## src/rtl/input_spi.sv

```systemverilog
// Pulse-width line-code receiver: decodes 3-cell symbols into FRAME_BITS-wide bytes behind a valid/ready holding register.
// Optional `INPUT_SPI_SYNC_EN adds a 2-flop synchronizer on din and en_in.
module input_spi #(
   parameter int FRAME_BITS = 8
) (
   input  logic                  clk,
   input  logic                  rst,
   input  logic                  din,
   input  logic                  en_in,
   output logic [FRAME_BITS-1:0] dout,
   output logic                  dout_valid,
   input  logic                  dout_ready,
   output logic                  frame_err,
   output logic                  overrun,
   output logic                  busy
);

   localparam int CNT_W = (FRAME_BITS > 1) ? $clog2(FRAME_BITS) : 1;
   localparam logic [CNT_W-1:0] LAST_BIT = CNT_W'(FRAME_BITS - 1);

   typedef enum logic [1:0] {
      S_IDLE,
      S_C1,
      S_C2,
      S_C0
   } state_t;

   logic din_s;
   logic en_s;

`ifdef INPUT_SPI_SYNC_EN
   logic [1:0] din_sync_q;
   logic [1:0] en_sync_q;

   always_ff @(posedge clk or negedge rst) begin
      if (!rst) begin
         din_sync_q <= 2'b00;
         en_sync_q  <= 2'b00;
      end else begin
         din_sync_q <= {din_sync_q[0], din};
         en_sync_q  <= {en_sync_q[0], en_in};
      end
   end

   assign din_s = din_sync_q[1];
   assign en_s  = en_sync_q[1];
`else
   assign din_s = din;
   assign en_s  = en_in;
`endif

   state_t                  state_q;
   logic [CNT_W-1:0]        bit_cnt_q;
   logic [FRAME_BITS-1:0]   sr_q;
   logic                    bit_q;
   logic [FRAME_BITS-1:0]   dout_q;
   logic                    dout_valid_q;
   logic                    frame_err_q;
   logic                    overrun_q;

   logic [FRAME_BITS:0]     sr_ext;
   logic [FRAME_BITS-1:0]   sr_d;
   logic                    frame_viol;
   logic                    frame_done;
   logic                    accept;

   // New bit enters at the MSB so that after FRAME_BITS shifts the first (LSB) bit sits at bit 0.
   assign sr_ext = {bit_q, sr_q};
   assign sr_d   = sr_ext[FRAME_BITS:1];

   assign frame_viol = ((state_q == S_C1) && !en_s) ||
                       ((state_q == S_C2) && (!en_s || din_s)) ||
                       ((state_q == S_C0) && !(en_s && din_s));
   assign frame_done = (state_q == S_C2) && en_s && !din_s && (bit_cnt_q == LAST_BIT);
   assign accept     = dout_valid_q && dout_ready;

   // NOTE: all state below uses non-blocking assignments so every register sees pre-edge values.
   always_ff @(posedge clk or negedge rst) begin
      if (!rst) begin
         state_q      <= S_IDLE;
         bit_cnt_q    <= '0;
         sr_q         <= '0;
         bit_q        <= 1'b0;
         dout_q       <= '0;
         dout_valid_q <= 1'b0;
         frame_err_q  <= 1'b0;
         overrun_q    <= 1'b0;
      end else begin
         frame_err_q <= frame_viol;

         if (frame_viol) begin
            sr_q      <= '0;
            bit_cnt_q <= '0;
            state_q   <= S_IDLE;
         end else begin
            unique case (state_q)
               S_IDLE: begin
                  bit_cnt_q <= '0;
                  if (en_s && din_s) state_q <= S_C1;
               end
               S_C1: begin
                  bit_q   <= din_s;
                  state_q <= S_C2;
               end
               S_C2: begin
                  sr_q <= sr_d;
                  if (bit_cnt_q == LAST_BIT) begin
                     state_q <= S_IDLE;
                  end else begin
                     bit_cnt_q <= bit_cnt_q + CNT_W'(1);
                     state_q   <= S_C0;
                  end
               end
               S_C0:    state_q <= S_C1;
               default: state_q <= S_IDLE;
            endcase
         end

         // A completed byte may reuse the holding register on the same edge it is drained.
         if (frame_done) begin
            if (!dout_valid_q || dout_ready) begin
               dout_q       <= sr_d;
               dout_valid_q <= 1'b1;
            end else begin
               overrun_q <= 1'b1;
            end
         end else if (accept) begin
            dout_valid_q <= 1'b0;
         end
      end
   end

   assign dout       = dout_q;
   assign dout_valid = dout_valid_q;
   assign frame_err  = frame_err_q;
   assign overrun    = overrun_q;
   assign busy       = (state_q != S_IDLE);

endmodule
```

## config.mk

```make
export PLATFORM = sky130hd
export DESIGN_NAME = input_spi
export DESIGN_NICKNAME = d
export VERILOG_FILES = /design/src/rtl/input_spi.sv
export SDC_FILE = /design/constraint.sdc
export NUM_CORES = 1
export LEC_CHECK = 0
export ABC_AREA = 1
export CAP_MARGIN = 10
export CORE_MARGIN = 10
export CORE_UTILIZATION = 50
export CTS_BUF_LIST = sky130_fd_sc_hd__clkbuf_4
export CTS_CLUSTER_SIZE = 28
export DETAILED_ROUTE_END_ITERATION = 10
export PLACE_DENSITY = 0.73
export SLEW_MARGIN = 5
export SYNTH_ARGS = -nofsm -noshare
export SYNTH_HDL_FRONTEND = slang
export SYNTH_SLANG_ARGS = --single-unit
```

## constraint.sdc

```tcl
create_clock -name clk -period 4 [get_ports clk]
set_input_delay 0.8 -clock clk [delete_from_list [all_inputs] [get_ports clk]]
set_output_delay 0.8 -clock clk [all_outputs]
set_load 0.01 [all_outputs]
```

After elaboration in Yosys (flattened, before gate mapping):

Cells that the tools add are included.
W data, S select, Z words.

* flip-flop bits (word level): 25
* output and inout port bits: 12
* input bits: 5
* logic and storage cells: 56

* bitwise gates (word level): 2
* reductions and logical operators: 26
* equality and inequality tests: 7
* add/subtract/negate cells: 1
* mux-type cells: 12

Operators with widths (count)
* $mux W8: 2
* $reduce_and A2 Y1: 5
* $logic_and A1 B1 Y1: 8
* $pmux W2 S4: 1
* $mux W2: 3
* $mux W3: 2
* $ne A3 B3 Y1 const B: 2
* $pmux W3 S2: 1
* $reduce_bool A2 Y1: 3
* $eq A2 B2 Y1 const B: 2
* $logic_not A1 Y1: 4
* $logic_or A1 B1 Y1: 4
* $add A3 B1 Y3 const B: 1
* $eq A3 B3 Y1 const B: 1
* $mux W1: 3
* $reduce_bool A3 Y1: 1
* $eq A2 B1 Y1 const B: 1
* $logic_not A2 Y1: 1
* $ne A2 B1 Y1 const B: 1
* $not A1 Y1: 2

Longest topological paths before layout:

Gate-level depths: netlist of the first run.

* depth after elaboration: 7
* depth in mapped cells: 8
* gate-level depth less buffers: 8

Least setup slack after synthesis of the first run:

OpenSTA, ideal clock, no wires.

* path type: input-to-reg
* from: input port din
* to: register dout_q[4], in the netlist dout[4]
* required time: 3.882 ns
* stages: 7
* buffers on the path: 1
* data arrival time: 1.438 ns
* library setup time: 0.118 ns
* setup slack: 2.444 ns
* cell sequence: inv_1 -> nand3_4 -> nor2_4 -> nand2_4 -> buf_6 -> nand2_2 -> o21ai_2

* word-level cells in the longest chain between the ends: 4

RTL lines
* start: declaration: RTL line 8 `input logic din,`
* $logic_not A1 Y1: RTL line 74 `assign frame_done = (state_q == S_C2) && en_s && !din_s && (bit_cnt_q == LAST_BIT);`
* $logic_and A1 B1 Y1 (2 in a row): RTL line 74
* $reduce_and A2 Y1 (no source line)
* end signal: assignment: RTL line 122 `dout_q <= sr_d;`
* end: declaration: RTL line 56 `logic [FRAME_BITS-1:0] dout_q;`

No other way between the ends.
A chain may end at the register's enable or synchronous reset.

Worst setup path after layout of the first run:

* from: register state_q[0]
* to: output port busy

* word-level cells in the longest chain between the ends: 1

RTL lines
* start: declaration: RTL line 52 `state_t state_q;`
* start signal: assignment: RTL line 80 `state_q <= S_IDLE;`
* start signal: assignment: RTL line 94 `state_q <= S_IDLE;`
* start signal: assignment: RTL line 99 `if (en_s && din_s) state_q <= S_C1;`
* $reduce_bool A2 Y1: RTL line 137 `assign busy = (state_q != S_IDLE);`
* end: declaration: RTL line 15 `output logic busy`

No other way between the ends.

==> run_results.csv, run 1 <==
group,metric,value,unit
run_status,status,"completed",
clocking,cts_tree,"yes",
routing,drc,0,
synth,async_reset_ff_share,100,%
grt,top_usage_layer,"met2",
timing,hold_violations,0,
flow_run,maxCapViolCount,0,
timing,timing.final.crit_share,60.5,%
clocking,h-tree-depth,1,
critical_path,crit_required,3.20,ns
floorplan,fp.dieW,69.2,um
timing,final.setup.tns,0,ns
timing,setup_viol,0,
routing,vias,889,
final_layout,final_nets,167,
clocking,clk_pin_slew,0.12,ns
synth,syn-cell-area,0.00121,mm2
final_layout,diodes,0,
synth,ys.warnings.count,0,
critical_path,cp.arrival,1.62,ns
critical_path,crit_path_start_kind,"flip-flop",
placed_design,portBuffers,16,
grt,antenna_found_initial,0,
floorplan,initial_utilization,53.7,%
timing,final_max_slew_viol_count,0,
synth,syn_inst,136,
synth,yosys.area.top_type,"dfrtp_1",
grt,grt-ovfl-total,0,
critical_path,crit_slowest_cell,"clkdlybuf4s50_1",
critical_path,critPathTopFamily,"buffers and inverters",
synth,yosysSeqAreaShare,49.6,%
critical_path,crit_path_end,"busy",
clocking,cts_buffers,3,
synth,yosys_most_used_dff,"dfrtp_1",
final_layout,final_cells,182,
grt,grt_max_degree,25,
grt,grt_first_pass_wirelength,3970,um
critical_path,reg2reg_from,"state_q[0]",
routing,drtPass1Iterations,4,
critical_path,crit_top_cell,"inv_1",
timing,relSlewSlack,29.9,%
pwr,power_density,487,mW/mm2
clocking,root_buffer,"clkbuf_4",
critical_path,r2r_end,"dout[5]",
routing,routedWlPerCell,12.1,um
critical_path,rrSetupSlack,2.19,ns
clocking,cts_setup_buffers,0,
routing,viasPerCell,4.88,
clocking,cts_resized,0,
placed_design,dp.cells,178,
pwr,ir_worst_vdd,0.399,mV
synth,syn_area_per_cell,8.91,um2
routing,antenna_left,0,
synth,synth.distinct_cells,17,
critical_path,crit_path_start,"state_q[0]",
critical_path,end_kind,"output pin",
timing,hold_slack,0.486,ns
critical_path,path_buf_inv,3,
timing,finClkSkew,0.0115,ns
critical_path,crit_cells,4,
floorplan,io_pins,17,
floorplan,row_count,17,
synth,yosys-top-cells-count,"inv_1, nand2_1, dfrtp_1",
floorplan,core,0.00225,mm2
critical_path,crit_fanout,4,
floorplan,fp.dieArea,0.00479,mm2
critical_path,cpPeakStageDelay,0.53,ns
timing,clock.fmax,413,MHz
timing,fin_crit,2.42,ns
critical_path,critPathKind,"flip-flop to output pin",
critical_path,worstPathCellList,"inv_1 > ha_1 > inv_1 > clkdlybuf4s50_1",
synth,synth_top_cell_area_share,49.6,%
timing,worst_pin_slew,1.05,ns
synth,synth_edf_count,0,
routing,detail_route.iter0.violations,36,
clocking,clockBufferDepth,2,
grt,grt_use_met1,10.4,%
synth,syn-num-nets,148,
synth,ys_seq_elements,24,
grt,groute.layer.met3.usage,2.71,%
pwr,p_leak,0.726,nW
hold_path,min-delay-path-class,"flip-flop to flip-flop",
placed_design,hpwl,1660,um
final_layout,syn_to_final_growth,19.1,%
final_layout,final_layout_size_suffix_gt1_share,11.7,%
clocking,postCtsHoldBufs,0,
grt,grt_use_total,9.48,%
routing,drt_wl_total,2200,um
clocking,clock-sinks,24,
placed_design,gp_congestion,0.768,
clocking,clkLatencyLatePin,0.32,ns
grt,grt_pass1_vias,936,
floorplan,die_y,69.2,um
critical_path,ff2ff_path_depth,7,
synth,synthTopCellsByArea,"dfrtp_1, inv_1, nand2_1",
grt,grt_use_met2,16.2,%
timing,rsz0062_at_grt,"false",
## power breakdown
group / switching (mW) / internal [mW] / leakage (nW)
Clock: 0.0716 / 0.101 / 0.0279
Sequential: 0.0186 / 0.268 / 0.330
Combinational: 0.158 / 0.0845 / 0.368
Total: 0.248 / 0.454 / 0.726
## cells in the final DEF (no fill, tap or decap)
cell,Yosys,layout
o22ai_1,7,7
nor2_1,9,9
nor2_4,1,1
nand2_1,31,31
clkdlybuf4s50_1,0,16
clkbuf_4,0,3
dfrtp_1,24,24
inv_1,31,31
o21ai_0,2,2
a21o_2,1,1
nand3_4,1,1
nand2_2,2,2
nand3_1,1,1
ha_1,7,7
bufinv_16,0,1
nand4_1,8,8
o21ai_2,8,8
nand2_4,1,1
## worst min-delay path by stage
| stage | start | end | slack, ns | cells after the start |
|---|---|---|---|---|
| floorplan | bit_q | bit_q | 0.44 | 2 |
| detailed placement | bit_q | bit_q | 0.46 | 2 |
| CTS | overrun | overrun | 0.49 | 1 |
| global placement | overrun | overrun | 0.46 | 1 |
| finish | overrun | overrun | 0.49 | 1 |
| global route | overrun | overrun | 0.50 | 1 |
## flip-flops by register name (all words and copies together) (netlist names)
| signal | cells |
|---|---|
| state_q | 2 |
| bit_q | 1 |
| bit_cnt_q | 3 |
| dout | 8 |
| frame_err | 1 |
| overrun | 1 |
| dout_valid | 1 |
| sr_q | 7 |
## logic make-up after synthesis
family / after synthesis / share of synthesized area [%]
and+or+nand+nor: 54 / 21.3
buffers and inverters: 33 / 10.9
AOI/OAI and AO/OA: 18 / 11.0
adders and majority gates: 7 / 7.23
DFF: 24 / 49.6
## per-stage QoR
step / total power [mW] / setup WS [ns] / instance area [um2] / util, %
after floorplan: 0.460 / 2.44 / 1210 / -
after global placement: 0.522 / 1.88 / 1390 / 61.7
after detailed placement: 0.533 / 1.82 / 1390 / 61.7
after CTS: 0.709 / 1.55 / 1440 / 64.0
after global routing: 0.759 / 1.47 / 1440 / 64.0
final: 0.702 / 1.58 / 1440 / 64.0
## final cells by class
cell class,count,area (um2)
multi-input combinational,79,478
clock buffer,3,22.5
inverter,31,116
clock inverter,1,30.0
sequential,24,601
timing repair buffer,16,160
fill,199,812
tap,28,35.0
## metal layers
layer  part of all wire (%)  wire [um]
met4                    1.0         23
met1                     44        957
met3                    6.5        142
met5                      0          0
met2                     49       1080
Power figures use the tool's default switching activity.
==> run 2, diff against run 1 <==
==> constraint.sdc (replaced) <==
create_clock -name clk -period 2.31 [get_ports clk]
set_input_delay 0.462 -clock clk [delete_from_list [all_inputs] [get_ports clk]]
set_output_delay 0.462 -clock clk [all_outputs]
set_load 0.01 [all_outputs]
==> run_results.csv, run 2 (synthesis results as in run 1) <==
group,metric,value,unit
final_layout,fin_area,0.00142,mm2
timing,rsz0062_at_grt,"false",
clocking,cts_setup_buffers,0,
clocking,cts_tree,"yes",
placed_design,gp_congestion,0.771,
placed_design,dp.cells,179,
clocking,cts_buffers,3,
routing,drt_wl_total,2200,um
routing,viasPerCell,4.93,
timing,setup_viol,0,
critical_path,crit_required,1.85,ns
clocking,clkLatencyLatePin,0.32,ns
timing,hold_violations,0,
timing,worst_pin_slew,0.515,ns
critical_path,rrSetupSlack,0.50,ns
floorplan,io_pins,17,
final_layout,final_core_util,63.2,%
grt,grt-ovfl-total,0,
timing,final.setup.tns,0,ns
critical_path,r2r_end,"dout[3]",
final_layout,largest_register_ffs,8,
hold_path,min-delay-path-class,"primary input to async pin",
placed_design,hpwl,1700,um
pwr,p_leak,0.718,nW
critical_path,cp.arrival,1.63,ns
final_layout,syn_to_final_growth,17.6,%
final_layout,nFillCells,199,
critical_path,reg2reg_from,"state_q[0]",
clocking,cts_resized,0,
routing,drc,0,
timing,fin_ws,0.221,ns
final_layout,diodes,0,
timing,clock.fmax,479,MHz
floorplan,row_count,17,
critical_path,critPathKind,"flip-flop to output pin",
placed_design,post_dp_cell_area,0.00140,mm2
floorplan,fp.dieW,69.2,um
routing,drtPass1Iterations,4,
floorplan,die_y,69.2,um
final_layout,seq_area,601,um2
timing,fin_crit,2.09,ns
clocking,root_buffer,"clkbuf_4",
run_status,status,"completed",
final_layout,layout_common_cells,"inv_1, nand2_1, dfrtp_1",
clocking,postCtsHoldBufs,0,
critical_path,crit_fanout,4,
timing,relSlewSlack,65.6,%
grt,grt_first_pass_wirelength,3840,um
grt,antenna_found_initial,0,
clocking,clock-sinks,24,
flow_run,maxCapViolCount,0,
placed_design,portBuffers,16,
critical_path,ff2ff_path_depth,7,
clocking,h-tree-depth,1,
final_layout,final_layout_size_suffix_gt1_share,11.6,%
timing,hold_slack,0.477,ns
routing,vias,903,
placed_design,dp_slack,0.471,ns
timing,final_max_slew_viol_count,0,
floorplan,core,0.00225,mm2
final_layout,final_cells,183,
routing,routedWlPerCell,12.0,um
floorplan,initial_utilization,53.7,%
pwr,ir_worst_vdd,0.716,mV
final_layout,multi_input_area,478,um2
floorplan,fp.dieArea,0.00479,mm2
clocking,clk_pin_slew,0.13,ns
grt,grt_use_total,9.42,%
timing,finClkSkew,0.00692,ns
grt,grt_max_degree,25,
routing,antenna_left,0,
clocking,clockBufferDepth,2,
pwr,power.total,1.11,mW
grt,grt_pass1_vias,864,
critical_path,crit_path_start_kind,"flip-flop",
timing,timing.final.crit_share,90.4,%
final_layout,final_nets,168,
pwr,power_density,780,mW/mm2
routing,detail_route.iter0.violations,54,
critical_path,end_kind,"output pin",
## run 2: critical path: stages, from the launching register on
cell,delay [ns]
dfrtp_1,0.42
inv_1,0.09
ha_1,0.22
inv_1,0.06
clkdlybuf4s50_1,0.53
## run 2: power breakdown
group,switching [mW],internal (mW),total [mW],leakage (nW)
Clock,0.124,0.0633,0.187,0.0154
Combinational,0.280,0.148,0.428,0.373
Sequential,0.0314,0.464,0.496,0.330
Total,0.435,0.676,1.11,0.718
## run 2: area by class of cell
type | instances | area share, %
Tap cell | 28 | 2.46
Clock buffer | 3 | 1.58
Timing Repair Buffer | 17 | 11.8
Sequential cell | 24 | 42.2
Inverter | 31 | 8.17
Clock inverter | 1 | 0.264
Multi-Input combinational cell | 79 | 33.6
## run 2: metal layers
| metal | up-vias | wire, um | GRT usage, % | share of wire (%) |
|---|---|---|---|---|
| met3 | 5 | 120 | 2.85 | 5.5 |
| met4 | 0 | 60 | 5.99 | 2.7 |
| li1 | 467 | - | - | - |
| met1 | 416 | 985 | 10.1 | 45 |
| met2 | 15 | 1030 | 15.6 | 47 |
| met5 | - | 0 | 0 | 0 |
## run 2: worst max-delay path by stage
stage,from,to,slack (ns),cells after the start
floorplan,state_q[0],dout[4],0.90,8
global placement,en_in,dout[7],0.53,6
detailed placement,en_in,dout[3],0.47,6
CTS,state_q[0],busy,0.20,4
global route,state_q[0],busy,0.13,4
finish,state_q[0],busy,0.22,4
